==> config.mk <==
export PLATFORM = sky130hd
export DESIGN_NAME = rv_muldiv_unit
export DESIGN_NICKNAME = d
export VERILOG_FILES = /design/src/rtl/rv_muldiv_pkg.sv /design/src/rtl/rv_muldiv_step.sv /design/src/rtl/rv_muldiv_unit.sv
export SDC_FILE = /design/constraint.sdc
export NUM_CORES = 1
export LEC_CHECK = 0
export ABC_CLOCK_PERIOD_IN_PS = 12700
export BUFFER_PORTS_ARGS = -buffer_cell sky130_fd_sc_hd__buf_4
export CAP_MARGIN = 10
export CORE_ASPECT_RATIO = 1.4
export CORE_MARGIN = 2
export CORE_UTILIZATION = 50
export CTS_CLUSTER_DIAMETER = 60
export DETAILED_ROUTE_END_ITERATION = 16
export PLACE_DENSITY = 0.68
export SYNTH_ARGS = -nofsm -noshare
export SYNTH_HDL_FRONTEND = slang
export SYNTH_SLANG_ARGS = --single-unit
==> constraint.sdc <==
create_clock -name clk -period 12.7 [get_ports clk]
set_clock_uncertainty 0.05 [all_clocks]
set_input_delay 2.54 -clock clk [delete_from_list [all_inputs] [get_ports clk]]
set_output_delay 2.54 -clock clk [all_outputs]
set_load 0.1 [all_outputs]
==> src/rtl/rv_muldiv_pkg.sv <==
// Shared encodings for the RV32M multiply/divide unit: Funct3 op codes,
// FSM states, decode constants and operand signedness helpers.
package rv_muldiv_pkg;

  localparam logic [6:0] FUNCT7_MEXT = 7'b0000001;
  localparam logic [1:0] ALUOP_RTYPE = 2'b10;

  typedef enum logic [2:0] {
    MUL    = 3'b000,
    MULH   = 3'b001,
    MULHSU = 3'b010,
    MULHU  = 3'b011,
    DIV    = 3'b100,
    DIVU   = 3'b101,
    REM    = 3'b110,
    REMU   = 3'b111
  } md_op_e;

  typedef enum logic [1:0] {
    IDLE = 2'b00,
    CALC = 2'b01,
    DONE = 2'b10
  } state_e;

  function automatic logic op_signed_a(input md_op_e op);
    return (op == MUL) || (op == MULH) || (op == MULHSU) || (op == DIV) || (op == REM);
  endfunction

  function automatic logic op_signed_b(input md_op_e op);
    return (op == MUL) || (op == MULH) || (op == DIV) || (op == REM);
  endfunction

endpackage

==> src/rtl/rv_muldiv_step.sv <==
// One combinational CALC iteration: UNROLL bits of LSB-first shift-add
// multiply or MSB-first restoring divide on magnitude operands.
module rv_muldiv_step
  import rv_muldiv_pkg::*;
#(
  parameter int XLEN   = 32,
  parameter int UNROLL = 1
) (
  input  logic              is_div,
  input  logic [2*XLEN-1:0] prod,
  input  logic [XLEN-1:0]   rem,
  input  logic [XLEN-1:0]   opb,
  output logic [2*XLEN-1:0] prod_nxt,
  output logic [XLEN-1:0]   rem_nxt
);

  logic [2*XLEN-1:0] p_s;
  logic [XLEN:0]     r_s;
  logic [XLEN:0]     sum_s;

  // Divide keeps dividend/quotient in prod's low half; multiply keeps {acc, multiplier}.
  always_comb begin
    p_s   = prod;
    r_s   = {1'b0, rem};
    sum_s = '0;
    for (int i = 0; i < UNROLL; i++) begin
      if (is_div) begin
        r_s           = {r_s[XLEN-1:0], p_s[XLEN-1]};
        p_s[XLEN-1:0] = {p_s[XLEN-2:0], 1'b0};
        if (r_s >= {1'b0, opb}) begin
          r_s    = r_s - {1'b0, opb};
          p_s[0] = 1'b1;
        end else begin
          p_s[0] = 1'b0;
        end
      end else begin
        sum_s = {1'b0, p_s[2*XLEN-1:XLEN]} + (p_s[0] ? {1'b0, opb} : {(XLEN+1){1'b0}});
        p_s   = {sum_s, p_s[XLEN-1:1]};
      end
    end
    prod_nxt = p_s;
    rem_nxt  = r_s[XLEN-1:0];
  end

endmodule

==> src/rtl/rv_muldiv_unit.sv <==
// Iterative RV32M multiply/divide unit beside the EX-stage ALU; holds the
// pipeline with stall while an M instruction is in flight.
module rv_muldiv_unit
  import rv_muldiv_pkg::*;
#(
  parameter int XLEN   = 32,
  parameter int UNROLL = 1
) (
  input  logic            clk,
  input  logic            reset,
  input  logic            in_valid,
  input  logic            flush,
  input  logic [1:0]      ALUOp,
  input  logic [6:0]      Funct7,
  input  logic [2:0]      Funct3,
  input  logic [XLEN-1:0] SrcA,
  input  logic [XLEN-1:0] SrcB,
  output logic            is_m_op,
  output logic            stall,
  output logic            done,
  output logic [XLEN-1:0] result
);

  localparam int ITER = XLEN / UNROLL;
  localparam int CW   = $clog2(ITER + 1) + 1;
  localparam logic [CW-1:0]   CNT_ONE  = {{(CW-1){1'b0}}, 1'b1};
  localparam logic [CW-1:0]   CNT_ITER = CW'(ITER);
  localparam logic [XLEN-1:0] XMIN     = {1'b1, {(XLEN-1){1'b0}}};

  state_e            state_r;
  md_op_e            op_r, op_s;
  logic              sign_a_r, sign_b_r, sign_a_s, sign_b_s;
  logic [XLEN-1:0]   opb_r, rem_r, rem_nxt_s;
  logic [XLEN-1:0]   a_abs_s, b_abs_s, special_res_s, final_s;
  logic [XLEN-1:0]   quot_fix_s, rem_fix_s;
  logic [2*XLEN-1:0] prod_r, prod_nxt_s, prod_fix_s;
  logic [CW-1:0]     cnt_r;
  logic              accept_s, div_zero_s, div_ovf_s;

  assign op_s       = md_op_e'(Funct3);
  assign is_m_op    = in_valid && (ALUOp == ALUOP_RTYPE) && (Funct7 == FUNCT7_MEXT);
  assign stall      = is_m_op && (state_r != DONE) && !flush;
  assign accept_s   = is_m_op && !flush && (state_r == IDLE);
  assign done       = (state_r == DONE);
  assign sign_a_s   = op_signed_a(op_s) && SrcA[XLEN-1];
  assign sign_b_s   = op_signed_b(op_s) && SrcB[XLEN-1];
  assign a_abs_s    = sign_a_s ? -SrcA : SrcA;
  assign b_abs_s    = sign_b_s ? -SrcB : SrcB;
  assign div_zero_s = Funct3[2] && (SrcB == '0);
  assign div_ovf_s  = ((op_s == DIV) || (op_s == REM)) && (SrcA == XMIN) && (SrcB == '1);

  rv_muldiv_step #(.XLEN(XLEN), .UNROLL(UNROLL)) u_step (
    .is_div   (op_r[2]),
    .prod     (prod_r),
    .rem      (rem_r),
    .opb      (opb_r),
    .prod_nxt (prod_nxt_s),
    .rem_nxt  (rem_nxt_s)
  );

  // Results that bypass iteration: divide by zero and signed overflow.
  always_comb begin
    if (div_ovf_s) begin
      special_res_s = Funct3[1] ? {XLEN{1'b0}} : SrcA;
    end else if (Funct3[1]) begin
      special_res_s = SrcA;
    end else begin
      special_res_s = {XLEN{1'b1}};
    end
  end

  // Sign correction and result selection from the last step's output.
  always_comb begin
    prod_fix_s = (sign_a_r ^ sign_b_r) ? -prod_nxt_s : prod_nxt_s;
    quot_fix_s = (sign_a_r ^ sign_b_r) ? -prod_nxt_s[XLEN-1:0] : prod_nxt_s[XLEN-1:0];
    rem_fix_s  = sign_a_r ? -rem_nxt_s : rem_nxt_s;
    case (op_r)
      MUL:                 final_s = prod_fix_s[XLEN-1:0];
      MULH, MULHSU, MULHU: final_s = prod_fix_s[2*XLEN-1:XLEN];
      DIV, DIVU:           final_s = quot_fix_s;
      REM, REMU:           final_s = rem_fix_s;
      default:             final_s = quot_fix_s;
    endcase
  end

  // Control FSM, operand latches and the iteration registers.
  always_ff @(posedge clk or posedge reset) begin
    if (reset) begin
      state_r  <= IDLE;
      op_r     <= MUL;
      sign_a_r <= 1'b0;
      sign_b_r <= 1'b0;
      opb_r    <= '0;
      prod_r   <= '0;
      rem_r    <= '0;
      cnt_r    <= '0;
      result   <= '0;
    end else begin
      case (state_r)
        IDLE: begin
          if (accept_s) begin
            op_r     <= op_s;
            sign_a_r <= sign_a_s;
            sign_b_r <= sign_b_s;
            opb_r    <= b_abs_s;
            prod_r   <= {{XLEN{1'b0}}, a_abs_s};
            rem_r    <= '0;
            cnt_r    <= CNT_ITER;
            if (div_zero_s || div_ovf_s) begin
              state_r <= DONE;
              result  <= special_res_s;
            end else begin
              state_r <= CALC;
            end
          end
        end
        CALC: begin
          if (flush) begin
            state_r <= IDLE;
          end else begin
            prod_r <= prod_nxt_s;
            rem_r  <= rem_nxt_s;
            cnt_r  <= cnt_r - CNT_ONE;
            if (cnt_r == CNT_ONE) begin
              state_r <= DONE;
              result  <= final_s;
            end
          end
        end
        DONE:    state_r <= IDLE;
        default: state_r <= IDLE;
      endcase
    end
  end

endmodule

# Yosys cells after proc, flatten, opt, wreduce, memory -nomap -nowiden
# Cells that the tools add are included.
[word_totals]
in_bits = 80
output_inout_bits = 35
register_bits = 174
wordCells = 109
[classes]
n_addsub = 8
muxes = 34
bitwise = 1
eq_ne = 24
n_reduce_logical = 32
magnitude_cmp = 1
[ops]
columns = ["operator", "count"]
rows = [
  ["$mux 32", 18],
  ["$mux 64", 3],
  ["$neg 32->32", 4],
  ["$pmux 32 s2", 2],
  ["$pmux 32 s4", 1],
  ["$pmux 64 s2", 1],
  ["$eq 32x32->1 const B", 2],
  ["$neg 64->64", 1],
  ["$add 32x33->33", 1],
  ["$ge 33x32->1", 1],
  ["$logic_not 32->1", 1],
  ["$sub 32x32->32", 1],
  ["$eq 3x3->1 const B", 6],
  ["$eq 7x1->1 const B", 2],
  ["$mux 7", 2],
  ["$pmux 7 s2", 1],
  ["$logic_and 1x1->1", 11],
  ["$eq 3x2->1 const B", 3],
  ["$logic_or 1x1->1", 8],
  ["$mux 2", 4],
  ["$ne 2x2->1 const B", 4],
  ["$sub 7x1->7 const B", 1],
  ["$eq 3x1->1 const B", 2],
  ["$logic_not 3->1", 2],
  ["other kinds (15)", 18],
]

# Depth between registers and ports, before layout
[logic_depth]
depth_word = 9
depth_mapped = 23
mapped_depth_nobuf = 19

# Modules after synthesis
# From an unflattened synthesis, not the netlist that was laid out.
[unflattened]
cells_unflattened = 2283
hier_area_um2 = 16933.7
[by_module_without_submodules]
columns = ["module", "seq_area_each_um2", "instances", "cells_each", "area_per_inst_um2"]
rows = [
  ["rv_muldiv_unit", 4354.2, 1, 1525, 12074.1],
  ["rv_muldiv_step", 0.0, 1, 758, 4859.7],
]

# Least setup slack after synthesis
# Ideal clock, no wire load.
[synth_timing]
path_type = "input to output"
start = "input ALUOp[0]"
end = "output stall"
cell_stages = 3
path_buffers = 0
path_slack_ps = 5041
arrival_ps = 5069
required_ps = 10110
cell_sequence = "nor4bb_1 nand4b_1 nor3_1"
[synth_between]
elab_chain_len = 5
[synth_rtl]
columns = ["item", "line_no", "text"]
rows = [
  ["start: declaration", "rv_muldiv_unit.sv:13", "input logic [1:0] ALUOp,"],
  ["$eq 2x2->1", "rv_muldiv_unit.sv:41", "assign is_m_op = in_valid && (ALUOp == ALUOP_RTYPE) && (Funct7 == FUNCT7_MEXT);"],
  ["$logic_and 1x1->1 (2 in a row)", "rv_muldiv_unit.sv:41", ""],
  ["$logic_and 1x1->1 (2 in a row)", "rv_muldiv_unit.sv:42", "assign stall = is_m_op && (state_r != DONE) && !flush;"],
  ["end: declaration", "rv_muldiv_unit.sv:19", "output logic stall,"],
]
# Every way passes these cells.

# Worst setup path in the final report
[layout_timing]
start = "register rem_r[0]"
end = "register result[24]"
[layout_between]
elab_chain_len = 9
elab_cells_between_ends = 16
classes_between = "4 x add/sub; 1 x order compare; 11 x mux"
[layout_rtl]
columns = ["item", "line_no", "text"]
rows = [
  ["start: declaration", "rv_muldiv_unit.sv:33", "logic [XLEN-1:0] opb_r, rem_r, rem_nxt_s;"],
  ["start signal: assignment", "rv_muldiv_unit.sv:122", "rem_r <= rem_nxt_s;"],
  ["$ge 33x32->1 or $sub 32x32->32 (tied branches)", "rv_muldiv_step.sv:30, rv_muldiv_step.sv:31", ""],
  ["$mux 1 or $mux 32 (tied branches)", "rv_muldiv_step.sv:30", "if (r_s >= {1'b0, opb}) begin"],
  ["$mux 32", "rv_muldiv_step.sv:27", "if (is_div) begin"],
  ["$neg 64->64, or another cell as far along", "rv_muldiv_unit.sv:74", "prod_fix_s = (sign_a_r ^ sign_b_r) ? -prod_nxt_s : prod_nxt_s;"],
  ["$mux 64, or another cell as far along", "rv_muldiv_unit.sv:74", ""],
  ["$pmux 32 s4 *", "rv_muldiv_unit.sv:77", "case (op_r)"],
  ["$mux 32 *", "rv_muldiv_unit.sv:124", "if (cnt_r == CNT_ONE) begin"],
  ["$mux 32 *", "rv_muldiv_unit.sv:118", "if (flush) begin"],
  ["$pmux 32 s2 *", "rv_muldiv_unit.sv:99", "case (state_r)"],
  ["end signal: assignment", "rv_muldiv_unit.sv:111", "result <= special_res_s;"],
  ["end signal: assignment", "rv_muldiv_unit.sv:126", "result <= final_s;"],
  ["end: declaration", "rv_muldiv_unit.sv:21", "output logic [XLEN-1:0] result"],
]
# Mark *: on every way between the ends. The rest lies on a longest branch, timed or not. The select of a mux whose other input is x is not followed.
# A chain may end at the register's enable or synchronous reset.

==> summary.txt <==
Timing
  • Hold_ws: 0.439 ns
  • Final number of hold-violating endpoints: 0
  • RSZ-0062 raised after global routing: no
  • Share of the clock period used by the worst path: 0.540
  • Slew headroom: 0.194
  • # setup viols final: 0
  • Sum Neg Setup Slack: 0 ns
  • Max Fclk: about 150 MHz
  • Max-slew violation count: 0
  • Final Critical Period: 6.86 ns
  • Worst-margin pin slew: ~1.2 ns

Drt
  • Drt wl/cell: between 20 and 30 µm
  • Routed vias: between 15k and 20k
  • Drt first pass iters: 5
  • Iteration-0 DRC Markers: around 1.8k
  • ANT nets after route: 0
  • Residual DRC count: 0
  • Via density: 6.68
  • Routed WL: ~74000 µm

Global route
  • GRT Total Usage: 0.396
  • Initial antenna violation count: 1
  • GR Overflow Total: 0
  • Number of global-route vias before repair: 18.0k
  • Global-route wire length before repair: between 100000 and 150000 µm
  • Largest net degree at the start of global routing: between 100 and 150

Synth
  • Synthesized-area fraction occupied by adder cells: 0.0522
  • Largest family of logic cells by synthesized area: compound AO/OA/AOI/OAI gates
  • Yosys top cell by area: dfrtp_1
  • Top cells by area, synth: dfrtp_1 (24%), o21ai_0 (7.0%), nand2_1 (5.6%), ha_1 (5.0%), a21oi_1 (4.9%)
  • Async S/R FF share, synth: 1.00
  • Syn. warnings: 0
  • Commonest cells post-synth: nand2_1 (263), o21ai_0 (249), nor2_1 (205), a21oi_1 (175), dfrtp_1 (174)
  • Syn Nets: ~2.5k
  • Post-synthesis mux area share: 0.0296
  • Area share of and/or/nand/nor cells after synthesis: 0.247
  • Top FF cell, synth: dfrtp_1
  • Post-synthesis compound-gate area fraction: 0.295
  • Top-area cell type share of the netlist area: 0.245
  • Synthesized cell area: around 0.018 mm²
  • Seq/Total Area, Yosys: 0.245
  • Most frequent cell after synthesis: nand2_1
  • Post-Syn Instances: ~2.4k
  • Post-synthesis xor/xnor area fraction: 0.0803
  • Post-synth EDFFs: 0
  • Yosys reg bits: around 170
  • Avg Synthesized Cell Area: between 7 and 8 µm²
  • Yosys cell types: 104

CTS
  • Post-CTS Setup Inserts: 0
  • CTS root buf: clkbuf_16
  • # hold bufs at CTS: 0
  • CTS resizes: 0
  • CTS tree: done
  • Worst-Skew Late Latency: approximately 0.47 ns
  • Clk slew on worst S/H paths: approximately 0.080 ns
  • Deepest clock path buffer count: 2
  • CTS Sinks: 174
  • CTS H-Tree Depth: 4
  • CTS Buf Count: 17

Worst hold path
  • Hold Crit Class: flip-flop to flip-flop

Placed design
  • Final GP Congestion: approximately 1.1
  • Post-place instance area: roughly 0.019 mm²
  • DP HPWL: ~56000 µm
  • Port buffer count: approximately 110
  • Inst Count DP: 2823

Layout
  • Post-Layout Cell Count: ~2.9k
  • Layout cell share with drive strength beyond 1: 0.108
  • Area Overhead vs Synth: 9.77%
  • Diode count: 0
  • Design Area, Final: slightly below 0.02 mm²
  • Post-layout util: 0.558
  • Final net count: 2539

Critical path
  • Critical path class: flip-flop to flip-flop
  • Crit. End Element: flip-flop
  • CP required: 13.00 ns
  • Crit path DAT: between 7 and 8 ns
  • Crit path max fanout: 15
  • CP Launch Type: flip-flop

Die
  • Die Width: between 150 and 200 µm
  • Core Rows: between 80 and 90
  • Initial Util: 0.508
  • # IOs: 115
  • Core Box Area: roughly 0.035 mm²
  • Die Y-Extent: 227 µm
  • Die Area: 0.0371 mm²

Power and ir drop
  • Power per standard cell area: just under 80 mW/mm²
  • Peak supply drop: approximately 68 µV
  • Leakage power: around 8.4 nW

Run status
  • Outcome: completed

Flow run
  • Max-cap viol count: 0
logic make-up after synthesis:
group,Yosys count
multiplexers,51
AND/OR/NAND/NOR,882
XOR/XNOR,163
flip-flops,174
AO/OA/AOI/OAI,802
buffers and inverters,226
adder cells (fa/ha/maj),73
final timing paths:
path	start	to	slack [ns]	cells past startpoint
worst min-delay path	cnt_r[6]$_DFFE_PP0P_	cnt_r[6]$_DFFE_PP0P_	0.44	1
worst min register to register	cnt_r[6]$_DFFE_PP0P_	cnt_r[6]$_DFFE_PP0P_	0.44	1
min in group asynchronous	reset	rem_r[18]$_DFFE_PP0P_	2.09	2
worst max register to register	rem_r[0]$_DFFE_PP0P_	result[24]$_DFFE_PP0P_	5.84	19
max in group asynchronous	reset	prod_r[57]$_DFFE_PP0P_	8.46	4
worst max-delay path	rem_r[0]$_DFFE_PP0P_	result[24]$_DFFE_PP0P_	5.84	19
worst max-delay path, stage by stage, from the launching register on:
cell	delay (ns)
dfrtp_1	0.47
ha_1	0.32
nor2b_1	0.16
o31ai_2	0.53
a211oi_4	0.18
o31ai_4	0.57
a31oi_1	0.42
a21oi_1	0.39
ha_1	0.30
o2111ai_1	0.38
a2111oi_1	0.45
buf_4	0.23
o2111a_1	0.28
o211ai_2	0.15
or3_1	0.39
or4_1	0.59
and3_1	0.21
o311a_1	0.38
a211oi_2	0.20
a21oi_1	0.09
final cells by class:
class	instances	area, µm²
fill	3446	15500
clock buffer	18	439
multi-input combinational	1971	12600
timing repair buffer	143	1090
tap	456	571
sequential	174	4360
clock inverter	14	153
inverter	79	302
per-stage QoR:
stage / worst slack, ns / total power, mW
2_1_floorplan: 5.04 / 0.831
3_3_place_gp: 5.67 / 0.966
3_5_place_dp: 5.55 / 0.969
4_1_cts: 5.94 / 1.52
5_1_grt: 5.44 / 1.58
6_report: 5.84 / 1.53
state kept, by name (all words and copies together) (netlist names):
signal	flops
cnt_r	7
prod_r	64
result	32
op_r	3
rem_r	32
state_r	2
sign_a_r	1
sign_b_r	1
opb_r	32
layout by cell type (no fill, tap or decap), drive strengths merged, types with 10 or more instances in the layout:
cell type / Yosys / layout
o41ai: 10 / 10
inv: 79 / 85
mux2i: 39 / 39
clkbuf: 108 / 18
xnor2: 97 / 97
or3: 33 / 33
and4: 10 / 10
a2111oi: 11 / 11
nor3: 72 / 72
or4: 14 / 14
o22ai: 20 / 20
mux2: 12 / 12
ha: 71 / 71
o31ai: 45 / 45
dfrtp: 174 / 174
xor2: 66 / 66
a31oi: 42 / 42
nand4: 40 / 40
o211ai: 19 / 19
and3: 17 / 17
or2: 11 / 11
a211oi: 32 / 32
a21o: 26 / 26
nand2: 263 / 263
nand2b: 14 / 14
nand3: 69 / 69
buf: 39 / 143
o21a: 22 / 22
and2: 50 / 50
nor4: 28 / 28
nor2: 205 / 205
o21ai: 251 / 251
a221oi: 15 / 15
nor2b: 20 / 20
a22o: 25 / 25
a21oi: 175 / 175
per-layer routing:
layer	up-vias	share of wire	GRT usage
met4	2	0.088	0.299
li1	8782	-	-
met2	895	0.46	0.641
met1	9168	0.38	0.479
met3	222	0.071	0.0536
met5	-	0.00018	0
power by group:
part	total, mW	switching [mW]	leakage, nW	internal [mW]
logic	0.387	0.255	5.75	0.132
registers	0.581	0.0165	2.33	0.565
clock network	0.561	0.278	0.286	0.284
total	1.53	0.549	8.37	0.980
(Power assumes the default switching activity.)
